$ cat src/rtl/gray_pkg.sv
// Shared types for the Gray-code tracker: FSM states, step classes and
// error-counter sizing.
package gray_pkg;

    typedef enum logic [1:0] {
        INIT,
        TRACK,
        FAULT
    } state_t;

    typedef enum logic [1:0] {
        HOLD,
        UP,
        DOWN,
        ILLEGAL
    } delta_t;

    localparam int ERR_CNT_W = 8;
    localparam logic [ERR_CNT_W-1:0] ERR_CNT_MAX = 8'd255;

endpackage

$ cat src/rtl/gray_tracker_if.sv
// Sample stream in, decoded position/status out.
// The source side is master, the tracker is slave.
interface gray_tracker_if #(
    parameter int WIDTH = 4,
    parameter int POS_W = 16
);
    logic                           in_valid;
    logic [WIDTH-1:0]               gray_in;
    logic                           clr;
    logic [WIDTH-1:0]               bin_out;
    logic [POS_W-1:0]               pos;
    logic                           step_valid;
    logic                           dir;
    logic                           err;
    logic                           fault;
    logic [gray_pkg::ERR_CNT_W-1:0] err_cnt;

    modport master (
        output in_valid, gray_in, clr,
        input  bin_out, pos, step_valid, dir, err, fault, err_cnt
    );

    modport slave (
        input  in_valid, gray_in, clr,
        output bin_out, pos, step_valid, dir, err, fault, err_cnt
    );
endinterface

$ cat src/rtl/gray_to_bin.sv
// Reflected-binary Gray to binary decoder, purely combinational.
// Each binary bit is the XOR of all Gray bits at or above it.
module gray_to_bin #(
    parameter int WIDTH = 4
) (
    input  logic [WIDTH-1:0] gray,
    output logic [WIDTH-1:0] bin
);
    always_comb begin
        bin = '0;
        for (int i = 0; i < WIDTH; i++) begin
            bin[i] = ^(gray >> i);
        end
    end
endmodule

$ cat src/rtl/gray_tracker.sv
// Gray-stream tracker: decode, classify hold/+1/-1/illegal, accumulate position.
// Define GRAY_TRACKER_ERR_CNT_EN to build the saturating err_cnt register.
module gray_tracker
    import gray_pkg::*;
#(
    parameter int WIDTH = 4,
    parameter int POS_W = 16
) (
    input logic          clk,
    input logic          rst,
    gray_tracker_if.slave bus
);
    localparam logic [WIDTH-1:0] D_ONE  = WIDTH'(1);
    localparam logic [WIDTH-1:0] D_MONE = '1;
    localparam logic [POS_W-1:0] P_ONE  = POS_W'(1);

    state_t           state;
    delta_t           cls;
    logic [WIDTH-1:0] b_new;
    logic [WIDTH-1:0] ref_q;
    logic [WIDTH-1:0] delta;
    logic [WIDTH-1:0] bin_q;
    logic [POS_W-1:0] pos_q;
    logic             step_q;
    logic             dir_q;
    logic             err_q;
    logic             fault_q;

    gray_to_bin #(.WIDTH(WIDTH)) u_dec (
        .gray (bus.gray_in),
        .bin  (b_new)
    );

    // Modulo-2^WIDTH difference makes the code wrap a legal single step
    assign delta = b_new - ref_q;

    always_comb begin
        cls = ILLEGAL;
        unique case (1'b1)
            (delta == '0):     cls = HOLD;
            (delta == D_ONE):  cls = UP;
            (delta == D_MONE): cls = DOWN;
            default:           cls = ILLEGAL;
        endcase
    end

    always_ff @(posedge clk) begin
        if (rst) begin
            state   <= INIT;
            ref_q   <= '0;
            bin_q   <= '0;
            pos_q   <= '0;
            step_q  <= 1'b0;
            dir_q   <= 1'b1;
            err_q   <= 1'b0;
            fault_q <= 1'b0;
        end else begin
            step_q <= 1'b0;
            err_q  <= 1'b0;
            if (bus.clr) begin
                state   <= INIT;
                pos_q   <= '0;
                fault_q <= 1'b0;
            end else if (bus.in_valid) begin
                ref_q <= b_new;
                bin_q <= b_new;
                unique case (state)
                    INIT: state <= TRACK;
                    TRACK: begin
                        unique case (cls)
                            HOLD: ;
                            UP: begin
                                pos_q  <= pos_q + P_ONE;
                                step_q <= 1'b1;
                                dir_q  <= 1'b1;
                            end
                            DOWN: begin
                                pos_q  <= pos_q - P_ONE;
                                step_q <= 1'b1;
                                dir_q  <= 1'b0;
                            end
                            ILLEGAL: begin
                                err_q   <= 1'b1;
                                fault_q <= 1'b1;
                                state   <= FAULT;
                            end
                        endcase
                    end
                    FAULT: err_q <= (cls == ILLEGAL);
                    default: state <= INIT;
                endcase
            end
        end
    end

`ifdef GRAY_TRACKER_ERR_CNT_EN
    logic [ERR_CNT_W-1:0] cnt_q;
    logic                 cnt_inc;

    assign cnt_inc = bus.in_valid && !bus.clr && (state != INIT)
                     && (cls == ILLEGAL);

    always_ff @(posedge clk) begin
        if (rst) begin
            cnt_q <= '0;
        end else if (cnt_inc && cnt_q != ERR_CNT_MAX) begin
            cnt_q <= cnt_q + 1'b1;
        end
    end

    assign bus.err_cnt = cnt_q;
`else
    assign bus.err_cnt = '0;
`endif

    assign bus.bin_out    = bin_q;
    assign bus.pos        = pos_q;
    assign bus.step_valid = step_q;
    assign bus.dir        = dir_q;
    assign bus.err        = err_q;
    assign bus.fault      = fault_q;

endmodule

$ cat src/flat_wrapper.sv
// flat-port wrapper written by rule: the top's interface ports become plain ports
module gray_tracker_flat import gray_pkg::*;
#(
    parameter int WIDTH = 4,
    parameter int POS_W = 16
)
  (clk, rst, bus_in_valid, bus_gray_in, bus_clr, bus_bin_out, bus_pos, bus_step_valid, bus_dir, bus_err, bus_fault, bus_err_cnt);
  gray_tracker_if #(.WIDTH(WIDTH), .POS_W(POS_W)) bus_i ();
  input logic clk;
  input logic rst;
  input wire logic [$bits(bus_i.in_valid)-1:0] bus_in_valid;
  input wire logic [$bits(bus_i.gray_in)-1:0] bus_gray_in;
  input wire logic [$bits(bus_i.clr)-1:0] bus_clr;
  output wire logic [$bits(bus_i.bin_out)-1:0] bus_bin_out;
  output wire logic [$bits(bus_i.pos)-1:0] bus_pos;
  output wire logic [$bits(bus_i.step_valid)-1:0] bus_step_valid;
  output wire logic [$bits(bus_i.dir)-1:0] bus_dir;
  output wire logic [$bits(bus_i.err)-1:0] bus_err;
  output wire logic [$bits(bus_i.fault)-1:0] bus_fault;
  output wire logic [$bits(bus_i.err_cnt)-1:0] bus_err_cnt;
  assign bus_i.in_valid = bus_in_valid;
  assign bus_i.gray_in = bus_gray_in;
  assign bus_i.clr = bus_clr;
  assign bus_bin_out = bus_i.bin_out;
  assign bus_pos = bus_i.pos;
  assign bus_step_valid = bus_i.step_valid;
  assign bus_dir = bus_i.dir;
  assign bus_err = bus_i.err;
  assign bus_fault = bus_i.fault;
  assign bus_err_cnt = bus_i.err_cnt;
  gray_tracker #(.WIDTH(WIDTH), .POS_W(POS_W)) u_core (.clk(clk), .rst(rst), .bus(bus_i));
endmodule
$ cat config.mk
export PLATFORM = sky130hd
export DESIGN_NAME = gray_tracker_flat
export DESIGN_NICKNAME = d
export VERILOG_FILES = /design/src/rtl/gray_pkg.sv /design/src/rtl/gray_tracker_if.sv /design/src/rtl/gray_to_bin.sv /design/src/rtl/gray_tracker.sv /design/src/flat_wrapper.sv
export SDC_FILE = /design/constraint.sdc
export NUM_CORES = 1
export LEC_CHECK = 0
export ABC_AREA = 1
export CAP_MARGIN = 15
export CORE_MARGIN = 10
export CORE_UTILIZATION = 45
export CTS_CLUSTER_DIAMETER = 100
export DETAILED_ROUTE_END_ITERATION = 10
export PLACE_DENSITY = 0.73
export SYNTH_ARGS = -nofsm -noshare
export SYNTH_HDL_FRONTEND = slang
export SYNTH_HIERARCHICAL = 1
export SYNTH_SLANG_ARGS = --single-unit
$ cat constraint.sdc
create_clock -name clk -period 4 [get_ports clk]
set_input_delay 0.8 -clock clk [delete_from_list [all_inputs] [get_ports clk]]
set_output_delay 0.8 -clock clk [all_outputs]
set_load 0.01 [all_outputs]
==> impl_metrics.json, run 1 <==
{
  "final.setup.worst_slack_ns": 0.176,
  "synth_area_per_cell_um2": 6.76,
  "cts_sinks": 26,
  "syn_inst": 315,
  "first_global_vias": 2267,
  "cap_violations": 0,
  "mostFrequentLayoutCell": "nand2_1",
  "cts_made_buffers": 3,
  "grt_overflow": 0,
  "dr.first_iter.drc_count": 148,
  "clkSlewWorstSetupHoldPaths_ns": 0.10,
  "drt-pass1-iter-count": 5,
  "yosys-top-cells-area": "dfxtp_1, ha_1, nand2_1",
  "h-tree-depth": 1,
  "n_fill_cell": 362,
  "holdPathEnd": "u_core/bus.fault",
  "crit_top_cell": "nand2_1",
  "power.density_nw_per_um2": 235,
  "antenna_found_initial": 0,
  "crit_required_ns": 4.19,
  "ys_warn_count": 6,
  "path_cells": "dlygate4sd2_1 > xnor2_1 > nand2_1 > nand2_1 > inv_1 > ha_1 > inv_1 > fa_2 > nor2_4 > nand3_2 > ha_4 > buf_4 > buf_4 > ha_4 > nand2_1 > o21ai_0 > a21oi_2 > nand3_1 > nand3_1 > nand2_1 > inv_1",
  "max_freq_mhz": 262,
  "period_minus_slack_ns": 3.82,
  "grt_start_max_net_pins": 28,
  "r2r-end": "u_core/bus.pos[13]",
  "clock_path_buffers": 2,
  "hpwlAfterDp_um": 4050,
  "layout.cells.non_filler": 442,
  "vias": 2288,
  "gp_congestion": 0.825,
  "vdd_ir_drop_max_uv": 244,
  "hp-start": "u_core/bus.fault",
  "dieArea_um2": 7880,
  "end_kind": "flip-flop",
  "min_path_cells": 1,
  "placed_cells": 429,
  "synth_compound_area_share_pct": 14.5,
  "clk_latency_ns": 0.28,
  "synthMuxAreaShare_pct": 0,
  "finClkSkew_ns": 0.00592,
  "io_buffers": 31,
  "slowest_delay_ns": 0.48,
  "ff2ff_path_depth": 17,
  "hold_viol": 0,
  "wl_per_cell_um": 13.3,
  "die_w_um": 88.8,
  "ff2ff_setup_slack_ns": 0.95,
  "syn2layout_area_growth_pct": 43.9,
  "vias_per_cell": 5.18,
  "path_class": "input port to flip-flop",
  "async_flop_share_pct": 0,
  "place_ws_ns": -0.645,
  "synth_top_family_by_area": "simple AND/OR/NAND/NOR gates",
  "yosysTopAreaCell": "dfxtp_1",
  "core-area_um2": 4470,
  "cts_tree": "yes",
  "hp-class": "flip-flop to flip-flop",
  "synth-edff-count": 0,
  "leakage_nw": 1.50,
  "fp.dieH_um": 88.8,
  "min_period_over_period_pct": 95.6,
  "seq_area_frac_synth_pct": 24.5,
  "timing.rr.start": "u_core/bus.bin_out[0]",
  "critPathArrivalTime_ns": 4.01,
  "drtAntennaViolNets": 0,
  "outcome": "finished clean",
  "track_usage_pct": 15.0,
  "startpoint_type": "input port",
  "drv_slew": 0,
  "ys_types": 30,
  "final_nets": 423,
  "io_pins": 40,
  "wirelength_um": 5880,
  "grt_pass1_wl_um": 9650,
  "synth_top_flop_cell": "dfxtp_1",
  "setup_violations": 0,
  "synth_top_cell_area_share_pct": 24.5,
  "drcViolationCount": 0,
  "synthSimpleGateAreaFrac_pct": 28.7,
  "drive_gt1_share_pct": 24.9,
  "clockRootBuffer": "clkbuf_8",
  "start_util_pct": 47.6,
  "worstPathMaxFanout": 5,
  "final_cell_mix": "nand2_1, inv_1, buf_4",
  "ys_seq_elements": 26,
  "antenna_cells": 0,
  "fp-row-count": 24,
  "synthXorXnorAreaFrac_pct": 4.53,
  "synth_area_um2": 2130,
  "cp_slowest_cell": "fa_2",
  "synthAdderAreaFrac_pct": 14.8
}
synthesized netlist by cell type, types with 2 or more instances:
master	count
xor2_1	9
nand3_2	2
ha_1	22
nand2_2	6
nand2_1	65
a21oi_2	4
nor3_1	2
a21o_1	4
nor2_2	2
nand4_1	3
xnor2_1	2
nand3_1	21
buf_4	11
o21ai_0	18
dfxtp_1	26
fa_1	2
a21oi_1	23
nor2_1	34
inv_1	48
final cells by class:
class                      instances  area [µm²]  share of cell area, %
sequential                        26         520                   17.0
tap                               52        65.1                   2.13
clock inverter                     1        30.0                  0.981
clock buffer                       3        41.3                   1.35
timing repair buffer              76         672                   21.9
multi-input combinational        236        1550                   50.7
inverter                          48         180                   5.88
flip-flops by register name, summed over array words and instances, names as in the netlist:
register,cells
u_core/state,2
u_core/bus.pos,16
u_core/bus.dir,1
u_core/bus.err,1
u_core/bus.fault,1
u_core/bus.step_valid,1
u_core/bus.bin_out,4
timing repair:
| item | CTS | global route |
|---|---|---|
| hold buffers | 0 | 0 |
| setup endpoints to repair | 10 | 13 |
| pin swaps | 11 | 10 |
| buffers inserted | 8 | 1 |
| gates resized for setup | 23 | 17 |
| gates cloned | 0 | 0 |
layer usage:
| layer | global-route usage (%) | up-vias | wire (µm) | share of wire (%) |
|---|---|---|---|---|
| met4 | 5.58 | 0 | 121 | 2.1 |
| met5 | 0 | - | 0 | 0 |
| met1 | 16.5 | 1053 | 2440 | 42 |
| li1 | - | 1143 | - | - |
| met2 | 26.9 | 78 | 2950 | 50 |
| met3 | 3.86 | 14 | 359 | 6.1 |
through the flow:
| step | area, µm² | util, % | TNS, ns | total power [mW] | hold WS, ns |
|---|---|---|---|---|---|
| global route | 3060 | 68.4 | -0.240 | 0.759 | 0.514 |
| global placement | 2720 | 60.8 | -4.31 | 0.433 | 0.447 |
| CTS | 2990 | 66.9 | 0 | 0.704 | 0.490 |
| floorplan | 2150 | - | 0 | 0.374 | 0.455 |
| finish | 3060 | 68.4 | 0 | 0.719 | 0.482 |
| detailed placement | 2720 | 60.8 | -5.89 | 0.437 | 0.453 |
critical path, delay by kind of cell:
family | cells | cell delay (ns)
xor+xnor | 1 | 0.18
compound gates | 2 | 0.35
simple gates | 8 | 0.76
buf+inv | 6 | 0.78
fa+ha+maj | 4 | 1.14
where the power goes:
part	leakage [nW]	total, mW	switching [mW]	internal, mW
combinational	1.25	0.223	0.111	0.112
clock	0.0357	0.229	0.0953	0.134
sequential	0.210	0.267	0.00336	0.263
how the worst max path moves through the flow:
| stage | to | start |
|---|---|---|
| floorplan | u_core/bus.pos[14] | bus_gray_in[3] |
| global placement | u_core/bus.pos[15] | bus_gray_in[1] |
| detailed placement | u_core/bus.pos[13] | bus_gray_in[3] |
| CTS | u_core/bus.pos[12] | bus_gray_in[2] |
| global route | u_core/bus.pos[13] | bus_gray_in[3] |
| finish | u_core/bus.pos[13] | bus_gray_in[1] |
kinds of logic (layout without fill, tap and decap cells):
group	Yosys count	count (layout)
simple gates	139	139
fa+ha+maj	24	24
buf+inv	60	128
other cells	1	8
compound gates	54	54
xor+xnor	11	11
flops	26	26
No activity file was read; power rests on OpenSTA's default activity.
==> run 2, diff against run 1 <==
--- a/config.mk
+++ b/config.mk
@@ -12,6 +12,7 @@
 export CTS_CLUSTER_DIAMETER = 100
 export DETAILED_ROUTE_END_ITERATION = 10
 export PLACE_DENSITY = 0.73
+export REMOVE_ABC_BUFFERS = 1
 export SYNTH_ARGS = -nofsm -noshare
 export SYNTH_HDL_FRONTEND = slang
 export SYNTH_HIERARCHICAL = 1
==> impl_metrics.json, run 2 (synthesis results as in run 1) <==
{
  "final_nets": 425,
  "outcome": "finished clean",
  "hpwlAfterDp_um": 4150,
  "wirelength_um": 5710,
  "fp-row-count": 24,
  "drcViolationCount": 0,
  "clockRootBuffer": "clkbuf_8",
  "dr.first_iter.drc_count": 78,
  "track_usage_pct": 14.2,
  "cts_made_buffers": 3,
  "power.density_nw_per_um2": 212,
  "sw_frac_of_total_pct": 31.2,
  "ff2ff_path_depth": 19,
  "antenna_found_initial": 0,
  "grt_pass1_wl_um": 9220,
  "vias": 2196,
  "drtAntennaViolNets": 0,
  "vias_per_cell": 4.96,
  "setup_tns_ns": 0,
  "io_pins": 40,
  "startpoint_type": "input port",
  "drive_gt1_share_pct": 22.8,
  "fp.dieH_um": 88.8,
  "hold_viol": 0,
  "period_minus_slack_ns": 3.88,
  "place_ws_ns": -0.478,
  "wl_per_cell_um": 12.9,
  "core-area_um2": 4470,
  "clkSlewWorstSetupHoldPaths_ns": 0.10,
  "timing.rr.start": "u_core/bus.bin_out[2]",
  "antenna_cells": 0,
  "clk_latency_ns": 0.28,
  "final.setup.worst_slack_ns": 0.123,
  "path_class": "input port to flip-flop",
  "syn2layout_area_growth_pct": 40.6,
  "r2r-end": "u_core/bus.pos[5]",
  "p_sw_uw": 198,
  "finClkSkew_ns": 0.0105,
  "mostFrequentLayoutCell": "nand2_1",
  "end_kind": "flip-flop",
  "setup_violations": 0,
  "clock_path_buffers": 2,
  "drv_slew": 0,
  "crit_required_ns": 4.18,
  "seq_power_share_pct": 42.1,
  "first_global_vias": 2192,
  "io_buffers": 31,
  "min_period_over_period_pct": 96.9,
  "grt_start_max_net_pins": 28,
  "ff2ff_setup_slack_ns": 0.85,
  "cap_violations": 0,
  "hp-start": "u_core/bus.fault",
  "leakage_nw": 1.49,
  "pwr-share-clk_pct": 24.3,
  "fin_hold_ws_ns": 0.478,
  "min_path_cells": 1,
  "worstPathMaxFanout": 7,
  "combPwrFrac_pct": 33.6,
  "die_w_um": 88.8,
  "dieArea_um2": 7880,
  "final_cell_mix": "nand2_1, inv_1, buf_4",
  "hp-class": "flip-flop to flip-flop",
  "cts_sinks": 26,
  "holdPathEnd": "u_core/bus.fault",
  "h-tree-depth": 1,
  "critPathArrivalTime_ns": 4.05,
  "start_util_pct": 47.6,
  "largest_reg_flops": 16,
  "drt-pass1-iter-count": 4,
  "cts_tree": "yes",
  "vdd_ir_drop_max_uv": 239,
  "gp_congestion": 0.865,
  "grt_overflow": 0,
  "internal_power_uw": 435,
  "max_freq_mhz": 258,
  "hold_buffers": 0
}
==> run 2: changes by cell type in the layout (fill, tap and decap cells not counted), moves of 3 or more <==
cell and delta:
nor2_1 +4, nor2_2 -4, ha_4 -3, ha_1 +5
==> run 2: timing repair <==
item                       CTS  global route
hold endpoints to repair     0             0
pin swaps                    8             4
resized for setup           13            19
setup buffers                7             2
setup endpoints to repair   12            12
==> run 2: worst max path at each step <==
stage,from,to,slack (ns),cells past startpoint
2_1_floorplan,bus_gray_in[3],u_core/bus.pos[14],0.22,23
3_3_place_gp,bus_gray_in[3],u_core/bus.pos[15],-0.37,24
4_1_cts,bus_gray_in[1],u_core/bus.pos[5],0.17,23
3_5_place_dp,bus_gray_in[1],u_core/bus.pos[14],-0.48,24
5_1_grt,bus_gray_in[3],u_core/bus.pos[13],-0.05,26
6_report,bus_gray_in[3],u_core/bus.pos[5],0.12,23
==> run 2: critical path: stages <==
cell	delay [ns]
dlygate4sd2_1	0.25
inv_1	0.06
nand2_1	0.06
nand2_1	0.06
nand2_1	0.05
nand2_1	0.05
inv_1	0.07
ha_1	0.15
inv_2	0.05
fa_2	0.39
xor2_4	0.20
nand4_1	0.21
inv_2	0.13
ha_4	0.17
buf_12	0.12
ha_1	0.23
or2_1	0.26
buf_4	0.15
nand4_1	0.14
nand2_2	0.10
buf_4	0.14
xnor2_1	0.13
a21oi_1	0.08
==> run 2: area by class of cell <==
class	instances	area, µm²
clock buffers	3	41.3
fillers	395	1480
flip-flops and latches	26	520
inverters	48	180
repair buffers	78	688
multi-input cells	236	1500
well taps	52	65.1
==> run 2: per-stage QoR <==
step                util (%)  total power, mW  cells  instance area (µm²)
floorplan                  -            0.366    310                 2060
global placement        61.4            0.433    431                 2750
detailed placement      61.4            0.438    431                 2750
CTS                     64.7            0.616    441                 2900
global route            66.9            0.667    443                 2990
finish                  66.9            0.633    443                 2990
==> run 2: metal layers <==
| metal | vias to the layer above | wire, µm | global-route usage (%) |
|---|---|---|---|
| met3 | 10 | 224 | 3.58 |
| met1 | 1011 | 2400 | 15.4 |
| li1 | 1141 | - | - |
| met4 | 0 | 99 | 3.23 |
| met2 | 34 | 2990 | 26.9 |
| met5 | - | 0 | 0 |
==> run 2: power groups by stage <==
stage / Combinational, mW / Sequential, mW / Clock, mW
finish: 0.213 / 0.267 / 0.154
global route: 0.232 / 0.268 / 0.167
CTS: 0.190 / 0.267 / 0.160
detailed placement: 0.165 / 0.273 / 0
global placement: 0.160 / 0.272 / 0
floorplan: 0.0922 / 0.274 / 0
